<file path="src/rtl/sram_bank_pkg.sv">
// Shared types and helpers for the SRAM bank port controller.
package sram_bank_pkg;

  localparam int WS_CNT_W = 4;

  typedef enum logic [1:0] {
    IDLE,
    STROBE,
    WAIT,
    RESP
  } state_t;

  // Byte address to word index; callers zero-extend narrower addresses.
  function automatic logic [31:0] word_idx(input logic [31:0] addr);
    return {2'b00, addr[31:2]};
  endfunction

endpackage

</file>
<file path="src/rtl/sram_bank_ctrl.sv">
// Slave-port controller for one single-port SRAM macro: one command in flight,
// one macro strobe, optional wait states, one response beat per command.
module sram_bank_ctrl
  import sram_bank_pkg::*;
#(
  parameter int DATA_WIDTH  = 32,
  parameter int ADDR_WIDTH  = 10,
  parameter int MEM_DEPTH   = 256,
  parameter int WAIT_STATES = 0,
  localparam int BE_W       = DATA_WIDTH / 8,
  localparam int MACRO_AW   = $clog2(MEM_DEPTH)
) (
  input  logic                  clk,
  input  logic                  rst,
  input  logic                  req_i,
  input  logic [ADDR_WIDTH-1:0] addr_i,
  input  logic                  we_i,
  input  logic [BE_W-1:0]       be_i,
  input  logic [DATA_WIDTH-1:0] wdata_i,
  output logic                  gnt_o,
  output logic                  rvalid_o,
  output logic [DATA_WIDTH-1:0] rdata_o,
  output logic                  err_o,
  output logic                  sram_csb_o,
  output logic                  sram_web_o,
  output logic [BE_W-1:0]       sram_wmask_o,
  output logic [MACRO_AW-1:0]   sram_addr_o,
  output logic [DATA_WIDTH-1:0] sram_din_o,
  input  logic [DATA_WIDTH-1:0] sram_dout_i
);

  state_t                r_state;
  state_t                w_next;
  logic [WS_CNT_W-1:0]   r_cnt;
  logic                  r_we;
  logic                  r_oor;
  logic [BE_W-1:0]       r_be;
  logic [MACRO_AW-1:0]   r_addr;
  logic [DATA_WIDTH-1:0] r_wdata;
  logic [DATA_WIDTH-1:0] r_rdata;
  logic [31:0]           w_idx;
  logic                  w_accept;
  logic                  w_toResp;

  assign w_idx    = word_idx(32'(addr_i));
  assign gnt_o    = req_i & ~rst & ((r_state == IDLE) | (r_state == RESP));
  assign w_accept = gnt_o;
  assign w_toResp = ((r_state == STROBE) && (WAIT_STATES == 0)) ||
                    ((r_state == WAIT) && (r_cnt == WS_CNT_W'(1)));

  always_ff @(posedge clk) begin
    if (rst) r_state <= IDLE;
    else     r_state <= w_next;
  end

  always_comb begin
    w_next = r_state;
    case (r_state)
      IDLE:    if (w_accept) w_next = STROBE;
      STROBE:  w_next = (WAIT_STATES == 0) ? RESP : WAIT;
      WAIT:    if (r_cnt == WS_CNT_W'(1)) w_next = RESP;
      RESP:    w_next = w_accept ? STROBE : IDLE;
      default: w_next = IDLE;
    endcase
  end

  // Command registers stay frozen from acceptance until the next accept so the
  // macro sees stable address/data for the whole STROBE..RESP window.
  always_ff @(posedge clk) begin
    if (rst) begin
      r_cnt   <= '0;
      r_we    <= 1'b0;
      r_oor   <= 1'b0;
      r_be    <= '0;
      r_addr  <= '0;
      r_wdata <= '0;
      r_rdata <= '0;
    end else begin
      if (w_accept) begin
        r_we    <= we_i;
        r_oor   <= (w_idx >= 32'(MEM_DEPTH));
        r_be    <= be_i;
        r_addr  <= MACRO_AW'(w_idx);
        r_wdata <= wdata_i;
      end
      if (r_state == STROBE)    r_cnt <= WS_CNT_W'(WAIT_STATES);
      else if (r_state == WAIT) r_cnt <= r_cnt - 1'b1;
      if (w_toResp) r_rdata <= (r_we | r_oor) ? '0 : sram_dout_i;
    end
  end

  assign sram_csb_o   = ~((r_state == STROBE) & ~r_oor);
  assign sram_web_o   = ~((r_state == STROBE) & ~r_oor & r_we);
  assign sram_wmask_o = r_be;
  assign sram_addr_o  = r_addr;
  assign sram_din_o   = r_wdata;

  assign rvalid_o = (r_state == RESP);
  assign rdata_o  = rvalid_o ? r_rdata : '0;
  assign err_o    = rvalid_o & r_oor;

endmodule

</file>
<file path="config.mk">
export PLATFORM = sky130hd
export DESIGN_NAME = sram_bank_ctrl
export DESIGN_NICKNAME = d
export VERILOG_FILES = /design/src/rtl/sram_bank_pkg.sv /design/src/rtl/sram_bank_ctrl.sv
export SDC_FILE = /design/constraint.sdc
export NUM_CORES = 1
export LEC_CHECK = 0
export ABC_AREA = 1
export BUFFER_PORTS_ARGS = -buffer_cell sky130_fd_sc_hd__buf_2
export CORE_UTILIZATION = 35
export DETAILED_ROUTE_END_ITERATION = 6
export MAX_ROUTING_LAYER = met4
export SETUP_SLACK_MARGIN = 0.3
export SLEW_MARGIN = 20
export SYNTH_ARGS = -nofsm -noshare
export SYNTH_HDL_FRONTEND = slang
export SYNTH_SLANG_ARGS = --single-unit
</file>
<file path="constraint.sdc">
create_clock -name clk -period 3.25 [get_ports clk]
set_clock_uncertainty 0.2 [all_clocks]
set_input_delay 0.65 -clock clk [delete_from_list [all_inputs] [get_ports clk]]
set_output_delay 0.65 -clock clk [all_outputs]
set_load 0.01 [all_outputs]
</file>
# Word level (Yosys, flattened, before mapping)
# Cells that the tools add are included.
# op_classes
n_addsub,1
magnitude_cmp,1
n_eq_ne,6
n_mux,6
n_bitwise,11
reduce_logical,5
# op_table
op,n
two-way mux 32 bit,2
">= comparator 8 x 9 -> 1 bit, second input constant",1
one-hot mux 2 bit (4 select lines),1
bitwise AND 1 bit,5
"== test 2 bit, second input constant",2
"== test 4 x 1 -> 1 bit, second input constant",1
two-way mux 2 bit,2
"inequality test 2 bit, second input constant",2
inverter 1 bit,4
"subtractor 4 x 1 -> 4 bit, second input constant",1
"== test 2 x 1 -> 1 bit, second input constant",1
logical NOT 2 bit,1
OR 1 bit,2
AND reduction 2 bit,1
OR reduction 2 bit,1
logical AND 1 bit,1
logical OR 1 bit,1
two-way mux 1 bit,1
# totals
regBits,84
output_inout_bits,81

# Longest topological paths before layout
# depth
depth_word,5
depth_mapped,9

# Least setup slack after synthesis
# No wires, ideal clock.
# synth_path
path_kind,register to output
start,register r_state[1]
end,output port rdata_o[0]
t_arrival_ns,1.205
setup_slack_ns,1.195
path_stages_with_launch,6
path_buffers,2
cell_sequence,dfxtp_1 > ha_1 > clkbuf_1 > clkbuf_1 > nand2_1 > inv_1
# synth_via
elab_chain_len,2
# synth_rtl
element,line_no,rtl
"start, declared",sram_bank_ctrl.sv:32,state_t r_state;
"start signal, assigned",sram_bank_ctrl.sv:53,else r_state <= w_next;
== test 2 bit,sram_bank_ctrl.sv:98,assign rvalid_o = (r_state == RESP);
named net rvalid_o,sram_bank_ctrl.sv:21,"output logic rvalid_o,"
two-way mux 32 bit,sram_bank_ctrl.sv:99,assign rdata_o = rvalid_o ? r_rdata : '0;
"end, declared",sram_bank_ctrl.sv:22,"output logic [DATA_WIDTH-1:0] rdata_o,"
# The timed path passes the listed nets, and every way through them passes these cells.

# Final worst setup path
# layout_path
start,register r_state[1]
end,output port rdata_o[26]
# layout_via
elab_chain_len,2
# layout_rtl
element,line_no
== test 2 bit,sram_bank_ctrl.sv:98
two-way mux 32 bit,sram_bank_ctrl.sv:99
# Every way passes these cells.

==> run_results.csv <==
group,metric,value,unit
placed_design,portBuffers,159,
yosys,syn_inst,464,
floorplan,design.die.area,10340,µm²
timing,fin_crit_sh,76.13,%
clock_network,cts_hold_repair.buffers,0,
grt,largest_net_degree_at_the_start_of_global_routing,81,
floorplan,num_rows,36,
critical_path,timing.critical_path.arrival,1.62,ns
outcome,run_status,"complete, no violations",
grt,grtUsageTotal,17.30,%
timing,setup-violations-final,0,
grt,grt_pass1_vias,3009,
placed_design,final_wtd_congestion,0.8110,
clock_network,clock_tree.buffer_depth,2,
detailed_routing,routed_wl,8881,µm
finish,syn_to_final_growth,28.25,%
grt,first_pass_grt_wire_length,13640,µm
timing,finalHoldViolCount,0,
placed_design,place.detailed.instances,726,
clock_network,clk_pin_slew,0.09,ns
finish,insertedDiodeCount,0,
detailed_routing,vias_per_cell,4.631,
clock_network,clock-root-buffer,"sky130_fd_sc_hd__clkbuf_8",
yosys,post_synth_num_cell_types,24,
finish,utilization,46.05,%
floorplan,die_height,101.7,µm
clock_network,cts_resized,0,
timing,slew_headroom,30.40,%
placed_design,placement.setup.worst_slack,1.073,ns
power,power.density,737.9,nW/µm²
yosys,post_synthesis_net_count,552,
detailed_routing,detailedRoute.firstPassIterationCount,4,
clock_network,htree_levels,3,
timing,tightestPinTransition,1.043,ns
timing,setup_slack,0.7757,ns
power,vdd.ir_drop.worst,0.0003512,V
yosys,yosysSeqAreaShare,47.79,%
timing,period_minus_slack,2.474,ns
critical_path,timing.setup.critical_path_class,"flip-flop to primary output",
min_path,hp-class,"flip-flop to flip-flop",
critical_path,crit_path_end_kind,"primary output",
clock_network,cts_post_setup_buffers_inserted,0,
floorplan,die_x,101.7,µm
finish,finish.net_count,692,
yosys,synth.ff_latch_count,83,
finish,final_non_filler_cell_total,742,
clock_network,cts_buffers,9,
placed_design,dp_hpwl,5884,µm
detailed_routing,drtAntennaViolNets,0,
yosys,synth-warning-count,0,
finish,post_route_cells_drive_above_1_share,30.71,%
yosys,synth.avg_cell_area,7.494,µm²
critical_path,critPathLaunchType,"flip-flop",
floorplan,placeableCoreArea,9684,µm²
timing,final_setup_tns,0,ns
critical_path,critical_path_peak_fanout,32,
critical_path,crit_required,2.40,ns
floorplan,io_pins,163,
detailed_routing,detail_route.wl_per_cell,11.97,µm
detailed_routing,total_number_of_vias,3436,
clock_network,cts_tree,"yes",
timing,slew_viol_final,0,
grt,global_route.overflow_total,0,
detailed_routing,drt-initial-drc-count,138,
clock_network,clock_net_sink_count,83,
floorplan,floorplan.initialDensity,35.90,%
detailed_routing,post-route-drc-count,0,
grt,number_of_antenna_violations_at_the_first_check_in_global_routing,0,
power,static-leakage-power,2.635,nW
yosys,syn-cell-area,3477,µm²
flow_run,maxCapViolations,0,
clock_network,insertion_delay,0.35,ns
timing,max_freq,0.4041,GHz
timing,unrepaired_setup_endpoints_after_global_routing,"no",
==> cells in the final DEF (no fill, tap or decap) <==
cell type                    instances
sky130_fd_sc_hd__a21oi_1             5
sky130_fd_sc_hd__a22oi_1            32
sky130_fd_sc_hd__and3_1              1
sky130_fd_sc_hd__buf_2             159
sky130_fd_sc_hd__buf_4               5
sky130_fd_sc_hd__clkbuf_8            9
sky130_fd_sc_hd__clkinv_2            1
sky130_fd_sc_hd__clkinv_4            1
sky130_fd_sc_hd__clkinvlp_4          4
sky130_fd_sc_hd__conb_1              1
sky130_fd_sc_hd__dfxtp_1            83
sky130_fd_sc_hd__ha_1                6
sky130_fd_sc_hd__inv_1              40
sky130_fd_sc_hd__inv_2               3
sky130_fd_sc_hd__inv_6               1
sky130_fd_sc_hd__nand2_1           129
sky130_fd_sc_hd__nand2_4             1
sky130_fd_sc_hd__nand3_1            47
sky130_fd_sc_hd__nand3_2             1
sky130_fd_sc_hd__nand3_4             1
sky130_fd_sc_hd__nand3b_1            1
sky130_fd_sc_hd__nor2_1             42
sky130_fd_sc_hd__nor2_4              1
sky130_fd_sc_hd__nor3_1              1
sky130_fd_sc_hd__o21ai_0             4
sky130_fd_sc_hd__o21ai_1            30
==> power by group <==
part           total (mW)  switching (mW)  internal, mW  leakage [nW]
combinational        1.09           0.679         0.414          1.87
clock               0.668           0.389         0.279        0.0779
sequential           1.53           0.173          1.36         0.683
==> stage by stage <==
step	instance area [µm²]	power [mW]	hold slack, ns
after CTS	4459	3.335	0.2523
after floorplan	3477	2.323	0.2614
final	4459	3.290	0.2629
after global routing	4459	3.542	0.2588
after global placement	4283	2.617	0.2503
after detailed placement	4283	2.654	0.2538
==> layout make-up <==
cell class / count / area (µm²)
Clock buffer: 9 / 123.9
Inverter: 43 / 161.4
Fill cell: 998 / 5225
Timing Repair Buffer: 164 / 833.3
Tap cell: 133 / 166.4
Sequential cell: 83 / 1662
Multi-Input combinational cell: 303 / 1460
Clock inverter: 7 / 52.55
==> flip-flops by register name, summed over array words and instances (netlist names) <==
name	cells
r_cnt	4
sram_wmask_o	4
r_we	1
sram_addr_o	8
r_state	2
r_rdata	32
sram_din_o	32
==> layer usage <==
| metal | part of all wire [%] | track usage (%) |
|---|---|---|
| met3 | 4.4 | 2.899 |
| met1 | 44 | 19.70 |
| met2 | 49 | 28.79 |
| met5 | 0 | - |
| met4 | 2.1 | 9.588 |
==> worst paths after layout <==
check | startpoint | endpoint | slack [ns] | depth (start not counted)
max | r_state[1]$_SDFFE_PP0P_ | rdata_o[26] | 0.78 | 5
min | sram_din_o[15]$_SDFFE_PP0P_ | sram_din_o[15]$_SDFFE_PP0P_ | 0.26 | 2
max reg2reg | r_state[0]$_SDFFE_PP0P_ | r_rdata[3]$_SDFFE_PP0P_ | 1.10 | 6
min reg2reg | sram_din_o[15]$_SDFFE_PP0P_ | sram_din_o[15]$_SDFFE_PP0P_ | 0.26 | 2
==> synth_stat cells <==
cell | count | area (µm²)
sky130_fd_sc_hd__buf_1 | 7 | 26.28
sky130_fd_sc_hd__a22oi_1 | 32 | 240.2
sky130_fd_sc_hd__dfxtp_1 | 83 | 1662
sky130_fd_sc_hd__inv_2 | 3 | 11.26
sky130_fd_sc_hd__inv_1 | 40 | 150.1
sky130_fd_sc_hd__nor3_1 | 1 | 5.000
sky130_fd_sc_hd__clkbuf_1 | 8 | 30.03
sky130_fd_sc_hd__buf_2 | 11 | 55.05
sky130_fd_sc_hd__o21ai_0 | 4 | 20.02
sky130_fd_sc_hd__o21ai_1 | 30 | 150.1
sky130_fd_sc_hd__nand3_2 | 1 | 10.01
sky130_fd_sc_hd__nor2_4 | 1 | 11.26
sky130_fd_sc_hd__conb_1 | 1 | 3.750
sky130_fd_sc_hd__a21oi_1 | 5 | 25.02
sky130_fd_sc_hd__nand2_1 | 129 | 484.2
sky130_fd_sc_hd__ha_1 | 6 | 75.07
sky130_fd_sc_hd__nand3b_1 | 1 | 7.510
sky130_fd_sc_hd__buf_6 | 4 | 45.04
sky130_fd_sc_hd__nor2_1 | 42 | 157.7
sky130_fd_sc_hd__nand3_4 | 1 | 17.52
sky130_fd_sc_hd__nand2_4 | 1 | 11.26
sky130_fd_sc_hd__buf_4 | 5 | 37.54
sky130_fd_sc_hd__nand3_1 | 47 | 235.2
sky130_fd_sc_hd__and3_1 | 1 | 6.260
==> logic make-up (layout without fill, tap and decap cells) <==
family,Yosys count,after routing,share of synthesized area [%]
AOI/OAI and AO/OA,71,71,12.52
buffers and inverters,78,223,10.22
adders and majority gates,6,6,2.159
DFF,83,83,47.79
other,1,1,0.1078
and+or+nand+nor,225,225,27.20
==> critical path, stage by stage, from the launching register on <==
cell,delay [ns]
sky130_fd_sc_hd__dfxtp_1,0.39
sky130_fd_sc_hd__ha_1,0.23
sky130_fd_sc_hd__buf_4,0.34
sky130_fd_sc_hd__nand2_1,0.11
sky130_fd_sc_hd__inv_1,0.07
sky130_fd_sc_hd__buf_2,0.12
Note: power is estimated with default switching activity, not from simulation.
